===== src/rtl/elevator_pkg.sv =====
// Shared encodings and helpers for the elevator scheduler: motor codes,
// controller state enum and floor-vector utilities.
package elevator_pkg;

    localparam int unsigned NUM_FLOORS = 4;
    localparam int unsigned FLOOR_W    = 2;

    localparam logic [1:0] MOTOR_STOP = 2'b00;
    localparam logic [1:0] MOTOR_UP   = 2'b01;
    localparam logic [1:0] MOTOR_DOWN = 2'b10;

    typedef enum logic [2:0] {
        IDLE  = 3'd0,
        UP    = 3'd1,
        DOWN  = 3'd2,
        DOOR  = 3'd3,
        HALT  = 3'd4,
        FAULT = 3'd5
    } state_e;

    // Index of the set bit of a one-hot floor vector (0 when none is set).
    function automatic logic [FLOOR_W-1:0] floor_idx(input logic [NUM_FLOORS-1:0] s);
        logic [FLOOR_W-1:0] idx;
        idx = '0;
        for (int unsigned i = 0; i < NUM_FLOORS; i++) begin
            if (s[i]) idx = FLOOR_W'(i);
        end
        return idx;
    endfunction

    function automatic logic [NUM_FLOORS-1:0] above_mask(input logic [FLOOR_W-1:0] f);
        logic [NUM_FLOORS-1:0] m;
        m = '0;
        for (int unsigned i = 0; i < NUM_FLOORS; i++) begin
            m[i] = (i > 32'(f));
        end
        return m;
    endfunction

    function automatic logic [NUM_FLOORS-1:0] below_mask(input logic [FLOOR_W-1:0] f);
        logic [NUM_FLOORS-1:0] m;
        m = '0;
        for (int unsigned i = 0; i < NUM_FLOORS; i++) begin
            m[i] = (i < 32'(f));
        end
        return m;
    endfunction

endpackage


===== src/rtl/door_timer.sv =====
// Door dwell counter: start/restart load the first dwell cycle, done flags
// the last cycle of a dwell of DOOR_CYCLES cycles.
module door_timer #(
    parameter int unsigned DOOR_CYCLES = 8
) (
    input  logic clk,
    input  logic rst,
    input  logic i_start,
    input  logic i_restart,
    input  logic i_run,
    output logic o_done_c
);

    localparam int unsigned       CNT_W   = 8;
    localparam logic [CNT_W-1:0]  CNT_END = CNT_W'(DOOR_CYCLES);

    logic [CNT_W-1:0] r_cnt;

    always_ff @(posedge clk) begin
        if (rst) begin
            r_cnt <= '0;
        end else if (i_start || i_restart) begin
            r_cnt <= CNT_W'(1);
        end else if (!i_run) begin
            r_cnt <= '0;
        end else if (r_cnt != CNT_END) begin
            r_cnt <= r_cnt + CNT_W'(1);
        end
    end

    assign o_done_c = i_run && (r_cnt == CNT_END);

endmodule


===== src/rtl/elevator_scheduler.sv =====
// Four-floor elevator controller. Define ELEV_OBSTRUCT_EN to let the door
// obstruction sensor hold the door open by restarting the dwell.
module elevator_scheduler
    import elevator_pkg::*;
#(
    parameter int unsigned DOOR_CYCLES = 8
) (
    input  logic                  clk,
    input  logic                  rst,
    input  logic [NUM_FLOORS-1:0] floor_sensor,
    input  logic [NUM_FLOORS-1:0] call_req,
    input  logic                  stop_sw,
    input  logic                  door_obstruct,
    output logic [1:0]            motor,
    output logic                  door_open,
    output logic [FLOOR_W-1:0]    cur_floor,
    output logic [NUM_FLOORS-1:0] pending,
    output logic                  fault
);

    state_e                r_state;
    logic [1:0]            r_motor;
    logic                  r_door_open;
    logic [FLOOR_W-1:0]    r_cur_floor;
    logic [NUM_FLOORS-1:0] r_pending;
    logic                  r_fault;
    logic                  r_dir_up;

    logic                  w_sensor_valid;
    logic                  w_sensor_multi;
    logic [FLOOR_W-1:0]    w_idx;
    logic [NUM_FLOORS-1:0] w_idx_bit;
    logic [NUM_FLOORS-1:0] w_cur_bit;
    logic [NUM_FLOORS-1:0] w_req;
    logic                  w_above;
    logic                  w_below;
    logic                  w_at_call;
    logic                  w_go_fault;
    logic                  w_go_halt;
    logic                  w_to_door;
    logic                  w_door_hold;
    logic                  w_restart;
    logic                  w_done_c;

    assign w_sensor_valid = $onehot(floor_sensor);
    assign w_sensor_multi = !$onehot0(floor_sensor);
    assign w_idx          = floor_idx(floor_sensor);
    assign w_idx_bit      = NUM_FLOORS'(1) << w_idx;
    assign w_cur_bit      = NUM_FLOORS'(1) << r_cur_floor;

    // Calls for the floor whose door is open are absorbed, not latched.
    assign w_req     = r_pending | ((r_state == DOOR) ? (call_req & ~w_cur_bit) : call_req);
    assign w_above   = |(w_req & above_mask(r_cur_floor));
    assign w_below   = |(w_req & below_mask(r_cur_floor));
    assign w_at_call = w_sensor_valid && |(w_req & w_idx_bit);

    // Sensor fault outranks the emergency stop.
    assign w_go_fault = (r_state != FAULT) && w_sensor_multi;
    assign w_go_halt  = (r_state != FAULT) && !w_sensor_multi && stop_sw;
    assign w_to_door  = !w_go_fault && !w_go_halt && w_at_call &&
                        ((r_state == IDLE) || (r_state == UP) || (r_state == DOWN));

`ifdef ELEV_OBSTRUCT_EN
    assign w_door_hold = (|(call_req & w_cur_bit)) || door_obstruct;
`else
    logic w_unused_obstruct;
    assign w_unused_obstruct = door_obstruct;
    assign w_door_hold       = |(call_req & w_cur_bit);
`endif

    assign w_restart = (r_state == DOOR) && !w_go_fault && !w_go_halt && w_door_hold;

    door_timer #(
        .DOOR_CYCLES (DOOR_CYCLES)
    ) u_door_timer (
        .clk       (clk),
        .rst       (rst),
        .i_start   (w_to_door),
        .i_restart (w_restart),
        .i_run     (r_state == DOOR),
        .o_done_c  (w_done_c)
    );

    always_ff @(posedge clk) begin
        if (rst) begin
            r_state     <= IDLE;
            r_motor     <= MOTOR_STOP;
            r_door_open <= 1'b0;
            r_cur_floor <= '0;
            r_pending   <= '0;
            r_fault     <= 1'b0;
            r_dir_up    <= 1'b1;
        end else begin
            if (w_sensor_valid) r_cur_floor <= w_idx;
            r_pending <= w_to_door ? (w_req & ~w_idx_bit) : w_req;

            if (w_go_fault) begin
                r_state     <= FAULT;
                r_motor     <= MOTOR_STOP;
                r_door_open <= 1'b0;
                r_fault     <= 1'b1;
            end else if (w_go_halt) begin
                r_state     <= HALT;
                r_motor     <= MOTOR_STOP;
                r_door_open <= 1'b0;
            end else begin
                case (r_state)
                    IDLE, UP, DOWN: begin
                        if (w_at_call) begin
                            r_state     <= DOOR;
                            r_motor     <= MOTOR_STOP;
                            r_door_open <= 1'b1;
                        end else if (r_state == IDLE) begin
                            // Both directions pending: keep the last travel direction.
                            if (w_above && (!w_below || r_dir_up)) begin
                                r_state  <= UP;
                                r_motor  <= MOTOR_UP;
                                r_dir_up <= 1'b1;
                            end else if (w_below) begin
                                r_state  <= DOWN;
                                r_motor  <= MOTOR_DOWN;
                                r_dir_up <= 1'b0;
                            end
                        end else if (w_sensor_valid &&
                                     (((r_state == UP) && (w_idx == FLOOR_W'(NUM_FLOORS - 1))) ||
                                      ((r_state == DOWN) && (w_idx == '0)))) begin
                            r_state <= IDLE;
                            r_motor <= MOTOR_STOP;
                        end
                    end
                    DOOR: begin
                        if (w_done_c && !w_restart) begin
                            r_state     <= IDLE;
                            r_door_open <= 1'b0;
                        end
                    end
                    HALT: begin
                        r_state <= IDLE;
                    end
                    FAULT: begin
                        r_state <= FAULT;
                    end
                    default: begin
                        r_state <= IDLE;
                        r_motor <= MOTOR_STOP;
                    end
                endcase
            end
        end
    end

    assign motor     = r_motor;
    assign door_open = r_door_open;
    assign cur_floor = r_cur_floor;
    assign pending   = r_pending;
    assign fault     = r_fault;

endmodule


===== config.mk =====
export PLATFORM = sky130hd
export DESIGN_NAME = elevator_scheduler
export DESIGN_NICKNAME = d
export VERILOG_FILES = /design/src/rtl/elevator_pkg.sv /design/src/rtl/door_timer.sv /design/src/rtl/elevator_scheduler.sv
export SDC_FILE = /design/constraint.sdc
export NUM_CORES = 1
export LEC_CHECK = 0
export BUFFER_PORTS_ARGS = -buffer_cell sky130_fd_sc_hd__buf_2
export CAP_MARGIN = 20
export CORE_UTILIZATION = 45
export DETAILED_ROUTE_END_ITERATION = 6
export PLACE_DENSITY = 0.8
export REMOVE_ABC_BUFFERS = 1
export SLEW_MARGIN = 25
export SYNTH_ARGS = -nofsm -noshare
export SYNTH_HDL_FRONTEND = slang
export SYNTH_SLANG_ARGS = --single-unit

===== constraint.sdc =====
create_clock -name clk -period 3.7 [get_ports clk]
set_input_delay 0.74 -clock clk [delete_from_list [all_inputs] [get_ports clk]]
set_output_delay 0.74 -clock clk [all_outputs]
set_load 0.02 [all_outputs]

==> results of run 1 <==
## layout make-up
| cell class | instances | area, um^2 |
|---|---|---|
| well taps | 44 | 55.1 |
| inverters | 10 | 37.5 |
| clock inverters | 1 | 30.0 |
| multi-input cells | 142 | 966 |
| flip-flops and latches | 22 | 440 |
| fillers | 304 | 1410 |
| repair buffers | 25 | 138 |
| clock buffers | 3 | 22.5 |
## logic make-up (layout without fill, tap and decap cells)
group / after synthesis / in the layout / share of synthesized area, %
xor gates and xnor gates: 7 / 7 / 4.12
and+or+nand+nor: 78 / 78 / 29.1
buffers and inverters: 17 / 39 / 5.55
muxes: 4 / 4 / 3.53
adders and majority gates: 6 / 6 / 5.55
AOI/OAI and AO/OA: 47 / 47 / 22.6
DFF: 22 / 22 / 29.6
## flip-flops by register name, summed over array words and instances, names as in the netlist
name                flops
motor                   2
r_state                 3
pending                 4
cur_floor               2
r_dir_up                1
u_door_timer.r_cnt      8
door_open               1
fault                   1
## worst max-delay path, cell delays in order
cell and delay [ps]:
buf_2 110, inv_1 70, fa_1 520, inv_1 50
ha_1 190, inv_1 60, ha_1 240, or3b_2 500
o41ai_1 280, a21oi_1 120, o211ai_1 310, a31oi_1 130
o31a_1 240
## through the flow
stage | util (%) | worst slack (ps) | hold slack, ps
6_report | 54.4 | 359 | 482
5_1_grt | 54.4 | 217 | 497
3_5_place_dp | 52.7 | 72.1 | 455
4_1_cts | 54.4 | 398 | 482
2_1_floorplan | - | 420 | 467
3_3_place_gp | 52.7 | 119 | 450
## worst paths after layout
kind,startpoint,endpoint
setup / recovery,floor_sensor[1],r_state[0]
hold / removal,fault,fault
setup reg to reg,cur_floor[1],motor[0]
hold reg to reg,fault,fault
## per-layer routing
| metal | vias to the layer above | global-route usage (%) | part of all wire (%) |
|---|---|---|---|
| li1 | 714 | - | - |
| met2 | 47 | 31.6 | 45 |
| met4 | 0 | 7.64 | 1.4 |
| met1 | 651 | 27.7 | 49 |
| met3 | 5 | 1.97 | 4.6 |
| met5 | - | 0 | 0 |
## layout by cell type, fill, tap and decap left out, drive strengths merged, types with 3 or more instances in the layout
master	n
and3	3
or2	3
nand2b	3
nor3b	3
clkbuf	3
nor3	7
xor2	5
nor2	23
o21a	5
nor2b	3
o211ai	3
ha	5
nand2	11
mux2i	3
o22ai	3
inv	10
a21oi	11
o21ai	7
dfxtp	22
nand3	7
buf	25
## where the power goes
| group | switching [W] | internal, W | total [W] |
|---|---|---|---|
| Combinational | 0.0000888 | 0.0000719 | 0.000161 |
| Sequential | 0.0000237 | 0.000250 | 0.000273 |
| Clock | 0.0000777 | 0.000110 | 0.000187 |
==> impl_results.md, run 1 <==
- Clk buf depth: 2
- Core area: 3100 um^2
- Critical Path Fanout Max: 4
- Critical Path Start Type: input port
- Nets: 222
- Sequential element share of the synthesized area: 29.6%
- Most frequent cell after synthesis: nor2_1
- # port buffers: 20
- Average cell area after synthesis: 8.23 um^2
- GP Congestion: 0.805
- H-tree levels: 1
- Post-cts resize count: 0
- Die Width: 59.5 um
- Final hold vios: 0
- Boundary pin count: 22
- CP arrival: 3560 ps
- Final HPWL DP: 2420 um
- CTS Hold Bufs: 0
- Ys async rst share: 0%
- Status: finished, final reports clean
- Final Max Tran Viols: 0
- Post-route ant nets: 0
- Area leader, netlist: dfxtp_1
- Setup Buffers After CTS: 0
- Post-synth top flop: dfxtp_1
- Worst Hold Class: flip-flop to flip-flop
- MaxCap Viol Count: 0
- Ratio of total power to cell area: 368 nW/um^2
- Vias in the first global route: 1,245
- Synth top area share: 29.6%
- Die Span Y: 59.5 um
- Final setup TNS: 0 ps
- Area grow syn2layout: 13.4%
- Clk_lat worst skew: 310 ps
- Slew of the pin with the lowest slew margin: 451 ps
- Antenna violations before repair: 0
- DP Area: 1640 um^2
- # setup viols final: 0
- Vias post-DR: 1,417
- Sink Count: 22
- Final Skew: 3.56 ps
- Final worst path period need: 3340 ps
- Via/cell ratio: 5.74
- Synth warnings: 0
- Clock transition at the registers of the reported paths: 130 ps
- GR Overflow Total: 0
- First-pass DRT Iterations: 4
- Post-Synthesis Cell Area: 1490 um^2
- Die area: 3540 um^2
- Layout Cell Area excl Fill: 1690 um^2
- Ant. Diodes: 0
- Req. time, crit path: 3920 ps
- Number of synthesized register bits: 22
- Worst R2R Path Depth: 6
- Most frequent cells after synthesis: nor2_1, dfxtp_1, a21oi_1
- Crit share post-route: 90.3%
- Drt wl/cell: 13.2 um
- Peak Freq: 299 MHz
- Top cells by area, synth: dfxtp_1, nor2_1, ha_1
- Post-Syn Instances: 181
- Root Buffer: clkbuf_4
- Unrepaired setup endpoints after global routing: false
- DRC Markers: 0
- Hold Path Stages: 2
- Starting Density: 48.0%
- Max VDD drop: 120 uV
- CTS tree: done
- # rows: 20
- Final wirelength: 3260 um
- CTS buffer count: 3
- Flop2flop setup slack: 1360 ps
- Leakage Power: 0.700 nW
- First-pass GRT wire length: 5420 um
- Gr usage total: 19.9%
- Kind of critical path: input port to flip-flop
- Dpl cells: 243
- Largest net degree at the start of global routing: 14
- Relative slew slack: 69.6%
- Post-route insts no fill: 247
- Fraction of final layout cells sized beyond drive strength 1: 19.2%
- Pwr Total: 0.000621 W
- Post-synthesis cell type count: 55
- EDFF count, synth: 0
- Crit. End Element: flip-flop
- Initial DRC count: 115
Note: power is estimated with default switching activity, not from simulation.
==> inputs of run 2 (changes only) <==
--- a/config.mk
+++ b/config.mk
@@ -7,6 +7,7 @@
 export LEC_CHECK = 0
 export BUFFER_PORTS_ARGS = -buffer_cell sky130_fd_sc_hd__buf_2
 export CAP_MARGIN = 20
+export CORE_ASPECT_RATIO = 1.1
 export CORE_UTILIZATION = 45
 export DETAILED_ROUTE_END_ITERATION = 6
 export PLACE_DENSITY = 0.8
==> impl_results.md, run 2 (synthesis results as in run 1) <==
- Pint: 0.000431 W (about the same)
- Switch share: 30.3% (-0.32 points)
- DRC Markers: 6 (+6)
- Via/cell ratio: 5.86 (+2.1%)
- Post-route ant nets: 0 (unchanged)
- CTS buffer count: 3 (unchanged)
- Critical Path Start Type: input port
- Final HPWL DP: 2340 um (-3.1%)
- Final setup TNS: 0 ps (unchanged)
- Failing checks: DRC
- CP arrival: 3490 ps (-70 ps)
- # setup viols final: 0 (unchanged)
- Root Buffer: clkbuf_4
- Setup Buffers After CTS: 0 (unchanged)
- Clock transition at the registers of the reported paths: 130 ps (about the same)
- Crit share post-route: 88.4% (-1.9 points)
- CTS tree: done
- # rows: 21 (+5.0%)
- First-pass GRT wire length: 5400 um (-0.39%)
- Initial DRC count: 96 (-17%)
- Max VDD drop: 122 uV (+2.1%)
- CTS Hold Bufs: 0 (unchanged)
- Die Width: 56.8 um (-4.5%)
- Sequential power share: 44.1% (about the same)
- Nets: 222 (unchanged)
- GR Overflow Total: 0 (unchanged)
- Ratio of total power to cell area: 369 nW/um^2 (+0.22%)
- Fin util: 54.1% (-0.36 points)
- Post-cts resize count: 0 (unchanged)
- Req. time, crit path: 3920 ps (about the same)
- Most common cell after layout, fill and taps aside: nor2_1
- Unrepaired setup endpoints after global routing: false
- Slew of the pin with the lowest slew margin: 460 ps (+8.65 ps)
- GP Congestion: 0.820 (+1.9%)
- MaxCap Viol Count: 0 (unchanged)
- Relative slew slack: 69.0% (-0.58 points)
- Core area: 3100 um^2 (about the same)
- Vias post-DR: 1,388 (-2.0%)
- Kind of critical path: input port to flip-flop
- Area grow syn2layout: 12.6%
- Fraction of final layout cells sized beyond drive strength 1: 19.2% (unchanged)
- Most frequent cells in the layout: nor2_1, dfxtp_1, buf_2
- Largest net degree at the start of global routing: 14 (unchanged)
- Clk_lat worst skew: 310 ps (about the same)
- First-pass DRT Iterations: 6 (+2)
- Largest register FFs: 8 (unchanged)
- Final worst path period need: 3270 ps (-69.0 ps)
- Sink Count: 22 (unchanged)
- Worst setup margin: 428 ps (+69.0 ps)
- Crit. End Element: flip-flop
- Combinational share of power: 25.8% (about the same)
- Ant. Diodes: 0 (unchanged)
- Gr usage total: 18.9% (-1.0 points)
- Clk buf depth: 2 (unchanged)
- Pre-CTS WS: 125 ps (+53.1 ps)
- Boundary pin count: 22 (unchanged)
- Sw Pwr: 0.000187 W (-1.6%)
- Final hold vios: 0 (unchanged)
- Post-route insts no fill: 237 (-4.0%)
- Critical Path Fanout Max: 4 (unchanged)
- H-tree levels: 1 (unchanged)
- Starting Density: 48.0% (about the same)
- Die Span Y: 62.3 um (+4.7%)
- Die area: 3540 um^2 (about the same)
- Drt wl/cell: 13.3 um (+0.57%)
- Reg with most FFs: u_door_timer.r_cnt
- Fill cells: 299 (-1.6%)
- Antenna violations before repair: 0 (unchanged)
- Peak Freq: 306 MHz (+2.1%)
- Status: complete, but fails checks
- Final Max Tran Viols: 0 (unchanged)
- Final wirelength: 3140 um (-3.5%)
- Clock network power share: 30.1% (about the same)
- Worst Hold Class: flip-flop to flip-flop
- Dpl cells: 233 (-4.1%)
- Leakage Power: 0.700 nW (unchanged)
- Vias in the first global route: 1,225 (-1.6%)
- Final Skew: 1.60 ps (-1.96 ps)
- # port buffers: 20 (unchanged)
==> run 2: metrics by stage <==
step                power (W)  cell area, um^2  hold WS [ps]
floorplan            0.000383             1440           467
global placement     0.000432             1620           451
detailed placement   0.000434             1620           465
CTS                  0.000619             1680           493
global route         0.000652             1680           528
finish               0.000618             1680           487
==> run 2: cell type report <==
class                      count  area (um^2)  share of cell area, %
clock buffer                   3         22.5                   1.34
clock inverter                 1         30.0                   1.79
inverter                      10         37.5                   2.24
multi-input combinational    142          966                   57.6
sequential                    22          440                   26.3
tap                           34         42.5                   2.54
timing repair buffer          25          138                   8.21
==> run 2: layer usage <==
layer | vias up | share of wire (%) | global-route usage [%]
met3 | 4 | 5.2 | 1.88
met4 | 0 | 1.1 | 6.40
met5 | - | 0 | 0
met2 | 45 | 46 | 29.8
met1 | 632 | 47 | 26.9
li1 | 707 | - | -
==> run 2: worst paths after layout <==
kind	depth (start not counted)	end	slack [ps]	start
worst max-delay path	13	r_state[0]	430	floor_sensor[1]
worst min-delay path	2	fault	490	fault
worst max register to register	6	motor[0]	1390	cur_floor[1]
worst min register to register	2	fault	490	fault
==> run 2: worst max-delay path, cell delays in order <==
cell and delay [ps]:
buf_2 110, inv_1 60, fa_1 500, inv_1 50
ha_1 200, inv_1 60, ha_1 240, or3b_2 510
o41ai_1 250, a21oi_1 130, o211ai_1 290, a31oi_1 120
o31a_1 240
==> run 2: power groups by stage <==
stage / Clock (W) / Sequential [W] / Combinational, W
finish: 0.000186 / 0.000273 / 0.000159
global route: 0.000201 / 0.000276 / 0.000175
CTS: 0.000189 / 0.000272 / 0.000158
detailed placement: 0 / 0.000278 / 0.000156
global placement: 0 / 0.000278 / 0.000155
floorplan: 0 / 0.000284 / 0.0000991
==> inputs of run 3 (changes only) <==
--- a/config.mk
+++ b/config.mk
@@ -9,8 +9,10 @@
 export CAP_MARGIN = 20
 export CORE_ASPECT_RATIO = 1.1
 export CORE_UTILIZATION = 45
+export CTS_CLUSTER_DIAMETER = 30
 export DETAILED_ROUTE_END_ITERATION = 6
 export PLACE_DENSITY = 0.8
+export RECOVER_POWER = 50
 export REMOVE_ABC_BUFFERS = 1
 export SLEW_MARGIN = 25
 export SYNTH_ARGS = -nofsm -noshare
==> impl_results.md, run 3 (synthesis results as in run 1) <==
- Status: complete, but fails checks
- Failing checks: DRC
- Max incr delay on CP: 510 ps (about the same)
- Clk buf depth: 2 (unchanged)
- Post-route ant nets: 0 (unchanged)
- Stages on worst setup path: 13 (unchanged)
- CP top delay family: compound AO/OA/AOI/OAI gates
- Die Span Y: 62.3 um (unchanged)
- Pwr Total: 0.000613 W (-0.73%)
- Initial DRC count: 99 (+3.1%)
- H-tree levels: 1 (unchanged)
- Final Max Tran Viols: 0 (unchanged)
- DRC Markers: 6 (unchanged)
- Largest net degree at the start of global routing: 14 (unchanged)
- CTS buffer count: 3 (unchanged)
- Crit share post-route: 90.0% (+1.6 points)
- GP Congestion: 0.820 (unchanged)
- # setup viols final: 0 (unchanged)
- Largest register FFs: 8 (unchanged)
- Fill cells: 307 (+2.7%)
- Peak Freq: 300 MHz (-1.8%)
- Critical Path Start Type: input port
- Final hold vios: 0 (unchanged)
- Worst setup margin: 369 ps (-59.0 ps)
- Clock transition at the registers of the reported paths: 130 ps (about the same)
- Critical Path Fanout Max: 4 (unchanged)
- CP arrival: 3550 ps (+60 ps)
- Req. time, crit path: 3920 ps (about the same)
- MaxCap Viol Count: 0 (unchanged)
- Unrepaired setup endpoints after global routing: false
- Final wirelength: 3130 um (-0.32%)
- Ratio of total power to cell area: 370 nW/um^2 (+0.31%)
- Kind of critical path: input port to flip-flop
- Core area: 3100 um^2 (unchanged)
- Final worst path period need: 3330 ps (+59.0 ps)
- Crit. End Element: flip-flop
- # rows: 21 (unchanged)
- Fin util: 53.5% (-0.57 points)
- Post-cts resize count: 0 (unchanged)
- Die Width: 56.8 um (unchanged)
- Worst Hold Class: flip-flop to flip-flop
- Setup Buffers After CTS: 0 (unchanged)
- Reg with most FFs: u_door_timer.r_cnt
- Ant. Diodes: 0 (unchanged)
- Pre-CTS WS: 125 ps (unchanged)
- Boundary pin count: 22 (unchanged)
- Leakage Power: 0.656 nW (-6.3%)
- Vias in the first global route: 1,225 (unchanged)
- First-pass DRT Iterations: 6 (unchanged)
- Relative slew slack: 69.0% (about the same)
- Area grow syn2layout: 11.4%
- Die area: 3540 um^2 (unchanged)
- Root Buffer: clkbuf_4
- Fraction of final layout cells sized beyond drive strength 1: 13.3% (-5.9 points)
- Worst R2R Path Depth: 6 (unchanged)
- Critical path's slowest cell: or3b_2
- Slew of the pin with the lowest slew margin: 460 ps (+0.0739 ps)
- Final HPWL DP: 2340 um (unchanged)
- Hold Path Stages: 2 (unchanged)
- Final Skew: 2.06 ps (+0.460 ps)
- Starting Density: 48.0% (unchanged)
- CTS tree: done
- CTS Hold Bufs: 0 (unchanged)
- Antenna violations before repair: 0 (unchanged)
- First-pass GRT wire length: 5400 um (unchanged)
- Vias post-DR: 1,388 (unchanged)
- Most frequent cells in the layout: nor2_1, dfxtp_1, clkbuf_1
- Max VDD drop: 122 uV (about the same)
- Buf/Inv on CP: 4 (unchanged)
- Final setup TNS: 0 ps (unchanged)
- GR Overflow Total: 0 (unchanged)
- Most common cell after layout, fill and taps aside: nor2_1
- Via/cell ratio: 5.86 (unchanged)
- Critical path cell sequence: clkbuf_1 -> inv_1 -> fa_1 -> inv_1 -> ha_1 -> inv_1 -> ha_1 -> or3b_2 -> o41ai_1 -> a21oi_1 -> o211ai_1 -> a31oi_1 -> o31a_1
- # port buffers: 20 (unchanged)
- Clk_lat worst skew: 310 ps (about the same)
- Nets: 222 (unchanged)
- Top cell by count, worst path: inv_1
- Gr usage total: 18.9% (unchanged)
- Sink Count: 22 (unchanged)
- Fin Hold WS: 489 ps (+2.26 ps)
- Drt wl/cell: 13.2 um (-0.32%)
run 3: layout make-up:
cell class	instances	area [um^2]	area share [%]
clock inverters	1	30.0	1.81
well taps	34	42.5	2.56
clock buffers	3	22.5	1.36
inverters	10	37.5	2.26
repair buffers	25	120	7.24
flip-flops and latches	22	440	26.5
multi-input cells	142	966	58.2
run 3: report_power, final:
group | switching [W] | total [W] | internal (W)
Clock | 0.0000759 | 0.000185 | 0.000110
Combinational | 0.0000879 | 0.000155 | 0.0000675
Sequential | 0.0000229 | 0.000273 | 0.000250
Total | 0.000187 | 0.000613 | 0.000427
run 3: worst paths after layout:
kind	slack, ps	start	to
worst max-delay path	370	floor_sensor[1]	r_state[0]
worst min-delay path	490	fault	fault
worst max register to register	1350	cur_floor[1]	motor[0]
worst min register to register	490	fault	fault
run 3: layer usage:
layer  wire (um)  up-vias  GRT usage [%]  part of all wire [%]
met4          30        0           6.40                  0.96
li1            -      710              -                     -
met1        1470      629           26.9                    47
met2        1450       47           29.8                    46
met5           0        -              0                     0
met3         171        2           1.88                   5.5
run 3: through the flow:
stage,instances,area [um^2]
finish,237,1660
global route,237,1660
CTS,237,1680
detailed placement,233,1620
global placement,233,1620
floorplan,174,1440
run 3: worst reg2reg max path: stages, from the launching register on:
cell      delay, ps
dfxtp_1         570
or3b_1          390
o22ai_1         240
o32a_2          210
nand2_2          80
or4b_1          470
a311oi_1        300
